<file path="src/rtl/ov7670_emulator.sv">
// OV7670-style DVP transmitter: emits PCLK/VSYNC/HREF/D in VGA YCbCr 4:2:2 timing
// from an internal test-pattern source, standing in for the physical sensor.
module ov7670_emulator #(
  parameter int H_ACTIVE      = 640,
  parameter int V_ACTIVE      = 480,
  parameter int H_BLANK_BYTES = 288,
  parameter int V_SYNC_LINES  = 3,
  parameter int V_BACK_LINES  = 17,
  parameter int V_FRONT_LINES = 10,
  parameter int BOX_SIZE      = 32
) (
  input  logic       CLOCK_24,
  input  logic       reset,
  input  logic       enable,
  input  logic [1:0] pattern_sel,
  input  logic [9:0] box_x,
  input  logic [9:0] box_y,
  output logic       PCLK,
  output logic       VSYNC,
  output logic       HREF,
  output logic [7:0] D,
  output logic       frame_start,
  output logic       busy
);

  localparam int LINE_BYTES   = 2 * H_ACTIVE + H_BLANK_BYTES;
  localparam int ACTIVE_BYTES = 2 * H_ACTIVE;

  typedef enum logic [2:0] {
    S_IDLE,
    S_VSYNC,
    S_VBACK,
    S_ACTIVE,
    S_VFRONT
  } state_t;

  typedef struct packed {
    logic [7:0] y;
    logic [7:0] cb;
    logic [7:0] cr;
  } ycc_t;

  localparam ycc_t C_RED    = '{y: 8'd76,  cb: 8'd85,  cr: 8'd255};
  localparam ycc_t C_GREEN  = '{y: 8'd150, cb: 8'd44,  cr: 8'd21};
  localparam ycc_t C_YELLOW = '{y: 8'd226, cb: 8'd1,   cr: 8'd149};
  localparam ycc_t C_BLUE   = '{y: 8'd29,  cb: 8'd255, cr: 8'd107};
  localparam ycc_t C_GRAY   = '{y: 8'd128, cb: 8'd128, cr: 8'd128};

  state_t      state_q, state_d;
  logic [10:0] byte_q, byte_d;
  logic [8:0]  line_q, line_d;
  logic [8:0]  last_line;
  logic        pclk_q;
  logic        slot;
  logic        start_frame;

  logic [1:0]  pat_q;
  logic [9:0]  box_x_q, box_y_q;

  logic [9:0]  px;
  logic        in_box;
  ycc_t        colour;
  logic        href_d;
  logic [7:0]  d_d;

  // The slot is the cycle in which pclk falls, so outputs settle half a PCLK
  // period before the receiver samples on the rising edge.
  assign slot = pclk_q;
  assign PCLK = pclk_q;

  always_comb begin
    last_line = 9'(V_FRONT_LINES - 1);
    case (state_q)
      S_VSYNC:  last_line = 9'(V_SYNC_LINES - 1);
      S_VBACK:  last_line = 9'(V_BACK_LINES - 1);
      S_ACTIVE: last_line = 9'(V_ACTIVE - 1);
      default:  last_line = 9'(V_FRONT_LINES - 1);
    endcase
  end

  // NOTE: every combinational output gets a default first, so no path through
  // the case/if tree leaves a signal unassigned and infers a latch.
  always_comb begin
    state_d     = state_q;
    byte_d      = byte_q;
    line_d      = line_q;
    start_frame = 1'b0;
    if (state_q == S_IDLE) begin
      if (enable) begin
        state_d     = S_VSYNC;
        byte_d      = '0;
        line_d      = '0;
        start_frame = 1'b1;
      end
    end else if (byte_q == 11'(LINE_BYTES - 1)) begin
      byte_d = '0;
      if (line_q == last_line) begin
        line_d = '0;
        case (state_q)
          S_VSYNC:  state_d = S_VBACK;
          S_VBACK:  state_d = S_ACTIVE;
          S_ACTIVE: state_d = S_VFRONT;
          default: begin
            // enable is only looked at here, so a frame always runs to the end.
            if (enable) begin
              state_d     = S_VSYNC;
              start_frame = 1'b1;
            end else begin
              state_d = S_IDLE;
            end
          end
        endcase
      end else begin
        line_d = line_q + 9'd1;
      end
    end else begin
      byte_d = byte_q + 11'd1;
    end
  end

  // Pixel for the byte being entered: x of the pair, or x+1 for the second Y.
  always_comb begin
    px     = {byte_d[10:2], byte_d[1] & byte_d[0]};
    in_box = ({1'b0, px} >= {1'b0, box_x_q})
          && ({1'b0, px} < ({1'b0, box_x_q} + 11'(BOX_SIZE)))
          && ({2'b00, line_d} >= {1'b0, box_y_q})
          && ({2'b00, line_d} < ({1'b0, box_y_q} + 11'(BOX_SIZE)));
    colour = C_GRAY;
    case (pat_q)
      2'd0: colour = '{y: px[7:0], cb: 8'd128, cr: 8'd128};
      2'd1: begin
        if (px < 10'd160)      colour = C_RED;
        else if (px < 10'd320) colour = C_GREEN;
        else if (px < 10'd480) colour = C_YELLOW;
        else                   colour = C_BLUE;
      end
      2'd2:    colour = in_box ? C_GREEN : C_GRAY;
      default: colour = C_GRAY;
    endcase
  end

  always_comb begin
    href_d = (state_d == S_ACTIVE) && (byte_d < 11'(ACTIVE_BYTES));
    d_d    = '0;
    if (href_d) begin
      case (byte_d[1:0])
        2'd0:    d_d = colour.cb;
        2'd2:    d_d = colour.cr;
        default: d_d = colour.y;
      endcase
    end
  end

  // NOTE: sequential state uses non-blocking assignments so every register
  // samples the pre-edge values, independent of statement order.
  always_ff @(posedge CLOCK_24) begin
    if (reset) begin
      pclk_q      <= 1'b0;
      state_q     <= S_IDLE;
      byte_q      <= '0;
      line_q      <= '0;
      pat_q       <= '0;
      box_x_q     <= '0;
      box_y_q     <= '0;
      VSYNC       <= 1'b0;
      HREF        <= 1'b0;
      D           <= '0;
      frame_start <= 1'b0;
      busy        <= 1'b0;
    end else begin
      pclk_q      <= ~pclk_q;
      frame_start <= slot && start_frame;
      if (slot) begin
        state_q <= state_d;
        byte_q  <= byte_d;
        line_q  <= line_d;
        VSYNC   <= (state_d == S_VSYNC);
        HREF    <= href_d;
        D       <= d_d;
        busy    <= (state_d != S_IDLE);
        if (start_frame) begin
          pat_q   <= pattern_sel;
          box_x_q <= box_x;
          box_y_q <= box_y;
        end
      end
    end
  end

endmodule

</file>
<file path="config.mk">
export PLATFORM = sky130hd
export DESIGN_NAME = ov7670_emulator
export DESIGN_NICKNAME = d
export VERILOG_FILES = /design/src/rtl/ov7670_emulator.sv
export SDC_FILE = /design/constraint.sdc
export NUM_CORES = 1
export LEC_CHECK = 0
export BUFFER_PORTS_ARGS = -buffer_cell sky130_fd_sc_hd__buf_2
export CELL_PAD_IN_SITES_DETAIL_PLACEMENT = 1
export CELL_PAD_IN_SITES_GLOBAL_PLACEMENT = 2
export CORE_MARGIN = 4
export CORE_UTILIZATION = 36
export CTS_CLUSTER_SIZE = 12
export DETAILED_ROUTE_END_ITERATION = 12
export GPL_TIMING_DRIVEN = 0
export PLACE_DENSITY_LB_ADDON = 0.1
export SKIP_LAST_GASP = 1
export SLEW_MARGIN = 20
export SYNTH_ARGS = -nofsm -noshare
export SYNTH_HDL_FRONTEND = slang
export SYNTH_SLANG_ARGS = --single-unit
export TNS_END_PERCENT = 100
</file>
<file path="constraint.sdc">
create_clock -name CLOCK_24 -period 5.2 [get_ports CLOCK_24]
set_input_delay 0.52 -clock CLOCK_24 [delete_from_list [all_inputs] [get_ports CLOCK_24]]
set_output_delay 0.52 -clock CLOCK_24 [all_outputs]
set_load 0.1 [all_outputs]
</file>
After elaboration in Yosys (flattened, before gate mapping)
Index checks and enable logic that the tools add are counted.
{"block": "word_totals", "in_bits": 25, "word_cells": 73, "register_bits": 58, "output_inout_bits": 13}
{"block": "op_classes", "eq_ne": 10, "n_addsub": 4, "n_reduce_logical": 11, "mux": 26, "n_lt_le_gt_ge": 8, "n_bitwise": 2}
{"cell": "$mux W24", "count": 3}
{"cell": "$pmux W24 S3", "count": 1}
{"cell": "$mux W9", "count": 4}
{"cell": "$mux W11", "count": 3}
{"cell": "$pmux W9 S3", "count": 1}
{"cell": "$add A10 B6 Y11 const B", "count": 2}
{"cell": "$mux W21", "count": 1}
{"cell": "$lt A10 B9 Y1 const B", "count": 2}
{"cell": "$pmux W8 S2", "count": 1}
{"cell": "$mux W3", "count": 4}
{"cell": "$add A11 B1 Y11 const B", "count": 1}
{"cell": "$eq A11 B11 Y1 const B", "count": 1}
{"cell": "$lt A10 B11 Y1", "count": 1}
{"cell": "$lt A11 B11 Y1 const B", "count": 1}
{"cell": "$lt A9 B11 Y1", "count": 1}
{"cell": "$ge A10 B10 Y1", "count": 1}
{"cell": "$ge A9 B10 Y1", "count": 1}
{"cell": "$lt A10 B8 Y1 const B", "count": 1}
{"cell": "$add A9 B1 Y9 const B", "count": 1}
{"cell": "$eq A3 B2 Y1 const B", "count": 3}
{"cell": "$eq A9 B9 Y1", "count": 1}
{"cell": "$pmux W3 S3", "count": 1}
{"cell": "$mux W8", "count": 1}
{"cell": "$eq A3 B1 Y1 const B", "count": 2}
{"cell": "other kinds (11)", "count": 22}

Logic depth before layout (Yosys ltp)
{"block": "logic_depth", "ltp_word": 13, "depth_mapped": 20, "mapped_depth_nobuf": 17}

Worst setup path before layout
Ideal clock, no wire load.
{"block": "synth_timing", "path_kind": "reg2reg", "from": "register state_q[0]", "to": "register D[3]", "arrival_ps": 4206, "period_less_slack_ps": 4293, "path_stages_with_launch": 20, "n_path_buf": 2, "path_slack_ps": 907, "setup_ps": 87, "cell_sequence": "dfxtp_1 > buf_6 > xnor2_1 > or4_1 > a211o_1 > nor3_4 > or2_1 > buf_2 > nor2_1 > o21ai_0 > nand2_1 > ha_1 > o21ai_0 > nand2b_1 > o2111ai_1 > o21ai_0 > or4b_2 > nor3_1 > a2111oi_2 > o31ai_1"}
{"block": "synth_between", "elab_chain_cells": 13, "elab_cells_between_ends": 38, "classes_between": "order compare: 8; eq/ne: 6; mux: 17; bitwise: 1; reduce/logical: 6"}
{"element": "start: declaration", "line": "49", "source": "state_t state_q, state_d;"}
{"element": "start signal: assignment", "line": "174", "source": "state_q <= state_d;"}
{"element": "$eq A3 B2 Y1 or $eq A3 B1 Y1 (tied branches)", "line": "73", "source": "case (state_q)"}
{"element": "$pmux W9 S3", "line": "73"}
{"element": "$eq A9 B9 Y1", "line": "97", "source": "if (line_q == last_line) begin"}
{"element": "$mux W9", "line": "97"}
{"element": "$mux W9", "line": "95", "source": "end else if (byte_q == 11'(LINE_BYTES - 1)) begin"}
{"element": "$mux W9 *", "line": "88", "source": "if (state_q == S_IDLE) begin"}
{"element": "net line_d[4]", "line": "51", "source": "logic [8:0] line_q, line_d;"}
{"element": "$ge A9 B10 Y1", "line": "126", "source": "&& ({2'b00, line_d} >= {1'b0, box_y_q})"}
{"element": "$logic_and A1 B1 Y1", "line": "126"}
{"element": "$logic_and A1 B1 Y1 *", "line": "127", "source": "&& ({2'b00, line_d} < ({1'b0, box_y_q} + 11'(BOX_SIZE)));"}
{"element": "$mux W21 *", "line": "137", "source": "2'd2: colour = in_box ? C_GREEN : C_GRAY;"}
{"element": "$pmux W24 S3 *", "line": "129", "source": "case (pat_q)"}
{"element": "$pmux W8 S2 *", "line": "146", "source": "case (byte_d[1:0])"}
{"element": "$mux W8 *", "line": "145", "source": "if (href_d) begin"}
{"element": "end signal: assignment", "line": "167", "source": "D <= '0;"}
{"element": "end signal: assignment", "line": "179", "source": "D <= d_d;"}
{"element": "end: declaration", "line": "21", "source": "output logic [7:0] D,"}
The timed path passes the listed nets; every way through them passes the cells marked *.
A chain may end at the register's enable or synchronous reset.

Final worst setup path
{"block": "layout_timing", "from": "register state_q[0]", "to": "register D[5]"}
The elaborated chain is that of the path after synthesis.

==> impl_metrics.ini <==
[final_layout]
areaGrowthSynthToFinish_pct = 16.9
fillCellCount = 1457
diodes = 0
drive_gt1_share_pct = 15.1
multiInputGateArea_mm2 = 0.00287
final_area_mm2 = 0.00504
seq_area_mm2 = 0.00116
nets = 661
postLayoutCoreUtil_pct = 43.6

[synth]
synthCells = 556
async_reset_ff_share_pct = 0
yosys.area.top_type = dfxtp_1
synth_nets = 613
ys_seq_area_share_pct = 26.9
ys.flop_type = dfxtp_1
synthTopCellsByArea = dfxtp_1, ha_1, nand2_1, a21oi_1, nor2_1
yosys_register_bits = 58
synth_cell_types = 79
avgSynthCellArea_um2 = 7.75
ys.warnings.count = 0
synth_top_cell_area_share_pct = 26.9
synth_edf_count = 0
netlist_area_mm2 = 0.00431

[sta]
fmax_mhz = 206
whs_ns = 0.420
min_period_ns = 4.85
finalHoldViolCount = 0
max_slew_margin_pct = 43.4
tns_ns = 0
tightest_slew_ns = 0.843
fin_worst_skew_ns = 0.00827
rsz0062_at_grt = no
fin_crit_sh_pct = 93.3
drv_slew = 0
setup_viol = 0

[run]
maxCapViolCount = 0

[grt]
grt_max_degree = 11
grt_pass1_vias = 4465
grt_pass1_wl_um = 22900
antenna_found_initial = 0
gr-total-overflow = 0
track_usage_pct = 20.3

[die]
dieArea_mm2 = 0.0138
die_h_um = 117
design.core.area_mm2 = 0.0116
die_x_um = 117
fp-row-count = 39
io_pins = 38
initial_utilization_pct = 37.3

[place]
io_buffers = 37
dpl_cell_area_mm2 = 0.00468
hpwl_um = 10500
gp_congestion = 0.874

[setup_path]
critical-path-top-delay-family = simple AND/OR/NAND/NOR gates
path_cells = buf_6 > xnor2_1 > or4_1 > a211o_1 > nor3_4 > or2_1 > buf_2 > nor2_1 > o21ai_0 > nand2_1 > ha_1 > o21ai_0 > nand2b_1 > o2111ai_1 > o21ai_0 > or4b_2 > nor3_4 > a2111oi_2 > o31ai_1
r2r_slack_ns = 0.35
cp-start-kind = register
crit_buf_inv = 2
crit_required_ns = 5.45
cp_max_fo = 10
critPathSlowestCell = or4b_2
critPathArrivalTime_ns = 5.10
end_kind = register
cpPeakStageDelay_ns = 0.69
cp_common_cell = o21ai_0
worst-setup-path-type = reg -> reg

[clock_tree]
post_cts_buffers = 0
clock-root-buffer = clkbuf_16
clock_path_buffers = 2
numCtsBuffers = 9
clk_pin_slew_ns = 0.05
tritoncts = done
cts.sinks = 58
clock_latency_ns = 0.34
htree_levels = 3

[routing]
drt_iter0_drc = 206
wl_um = 13500
detail-route-antenna-nets = 0
drt_pass1_iterations = 4
wire_per_inst_um = 18.0
vias = 4303
drc_errors = 0
vias_per_cell = 5.72

[run_status]
status = complete, no violations

[power]
power_density_mw_per_mm2 = 292
peakVddDrop_uv = 188
p_leak_nw = 1.93

[hold_path]
hold_class = in -> reg
-- timing repair --
action                                  CTS  global route
endpoints found under the setup margin    1             3
gates resized for setup                   1             3
hold buffers                              0             0
cloned                                    0             0
-- kinds of logic after synthesis --
family          Yosys count  share of synthesized area, %
flops                    58                          26.9
simple gates            225                          26.2
xor+xnor                 10                          2.03
fa+ha+maj                32                          9.29
mux                       6                          1.39
buf+inv                  61                          6.76
compound gates          164                          27.4
-- layout make-up --
cell class | instances | area share (%)
plain buffers | 32 | 3.55
clock buffers | 11 | 5.01
clock inverters | 5 | 1.99
inverters | 29 | 2.26
multi-input cells | 437 | 56.9
flip-flops and latches | 58 | 23.0
well taps | 143 | 3.55
repair buffers | 37 | 3.67
-- placed cells by master (no fill, tap or decap), drive strengths merged, types with 4 or more instances in the layout --
cell,instances
buf,49
mux2i,6
o211ai,7
nor2,47
or4,4
o31ai,7
clkbuf,31
nand3,13
and3,5
dfxtp,58
a31oi,10
or3,4
a211oi,18
inv,28
o21a,9
nor4,5
ha,32
xnor2,10
and4,5
nand2b,4
o21ai,27
nor2b,9
nand2,93
a311oi,8
a21oi,41
nor3,14
nand4,8
-- final timing paths --
kind / startpoint / endpoint / cells past startpoint
max reg2reg: state_q[0]$_SDFFE_PP0P_ / D[5]$_SDFFE_PP0P_ / 19
min reg2reg: HREF$_SDFFE_PP0P_ / HREF$_SDFFE_PP0P_ / 2
min: box_x[9] / box_x_q[9]$_SDFFE_PP0P_ / 3
max: state_q[0]$_SDFFE_PP0P_ / D[5]$_SDFFE_PP0P_ / 19
-- Yosys cell counts (4+ instances only) --
cell type	count
mux2i_1	6
buf_6	5
o21a_1	9
nand2_1	93
nor2_1	46
nand2b_1	4
or3_1	4
ha_1	32
inv_1	26
and4_1	5
a21oi_1	40
a211oi_1	17
clkbuf_1	19
dfxtp_1	58
o211ai_1	6
nand4_1	8
nand3_1	11
a31oi_1	9
o21ai_0	23
xnor2_1	10
and3_1	5
o31ai_1	7
buf_4	4
nor3_1	12
nor2b_1	9
a311oi_1	7
-- worst register-to-register path: stages, from the launching register on --
cell and delay (ns):
dfxtp_1 0.30, buf_6 0.13, xnor2_1 0.15, or4_1 0.41, a211o_1 0.37, nor3_4 0.35, or2_1 0.23, buf_2 0.25
nor2_1 0.07, o21ai_0 0.20, nand2_1 0.13, ha_1 0.34, o21ai_0 0.09, nand2b_1 0.08, o2111ai_1 0.11, o21ai_0 0.15
or4b_2 0.69, nor3_4 0.30, a2111oi_2 0.16, o31ai_1 0.27
-- flip-flops by register name, summed over array words and instances, names as in the netlist, 2 cells and up --
signal,cells
byte_q,11
D,8
box_y_q,10
box_x_q,10
pat_q,2
line_q,9
state_q,3
-- per-stage QoR --
step	instances	setup slack (ns)	total power, mW
final	752	0.348	1.47
after global routing	752	0.00946	1.54
after CTS	752	0.256	1.48
after detailed placement	736	0.00884	0.768
after global placement	736	0.0598	0.760
after floorplan	556	0.907	0.688
-- power by group --
| group | switching, mW | leakage [nW] | total (mW) | internal (mW) |
|---|---|---|---|---|
| clock network | 0.217 | 0.176 | 0.709 | 0.492 |
| registers | 0.0196 | 0.473 | 0.483 | 0.464 |
| logic | 0.179 | 1.28 | 0.277 | 0.0987 |
| total | 0.415 | 1.93 | 1.47 | 1.05 |
-- per-layer routing --
| layer | wire length [um] | vias up | GRT usage, % |
|---|---|---|---|
| li1 | - | 2140 | - |
| met5 | 0 | - | 0 |
| met3 | 569 | 16 | 3.22 |
| met1 | 6680 | 2065 | 28.0 |
| met4 | 202 | 0 | 6.30 |
| met2 | 6090 | 82 | 32.5 |
(Power assumes the default switching activity.)
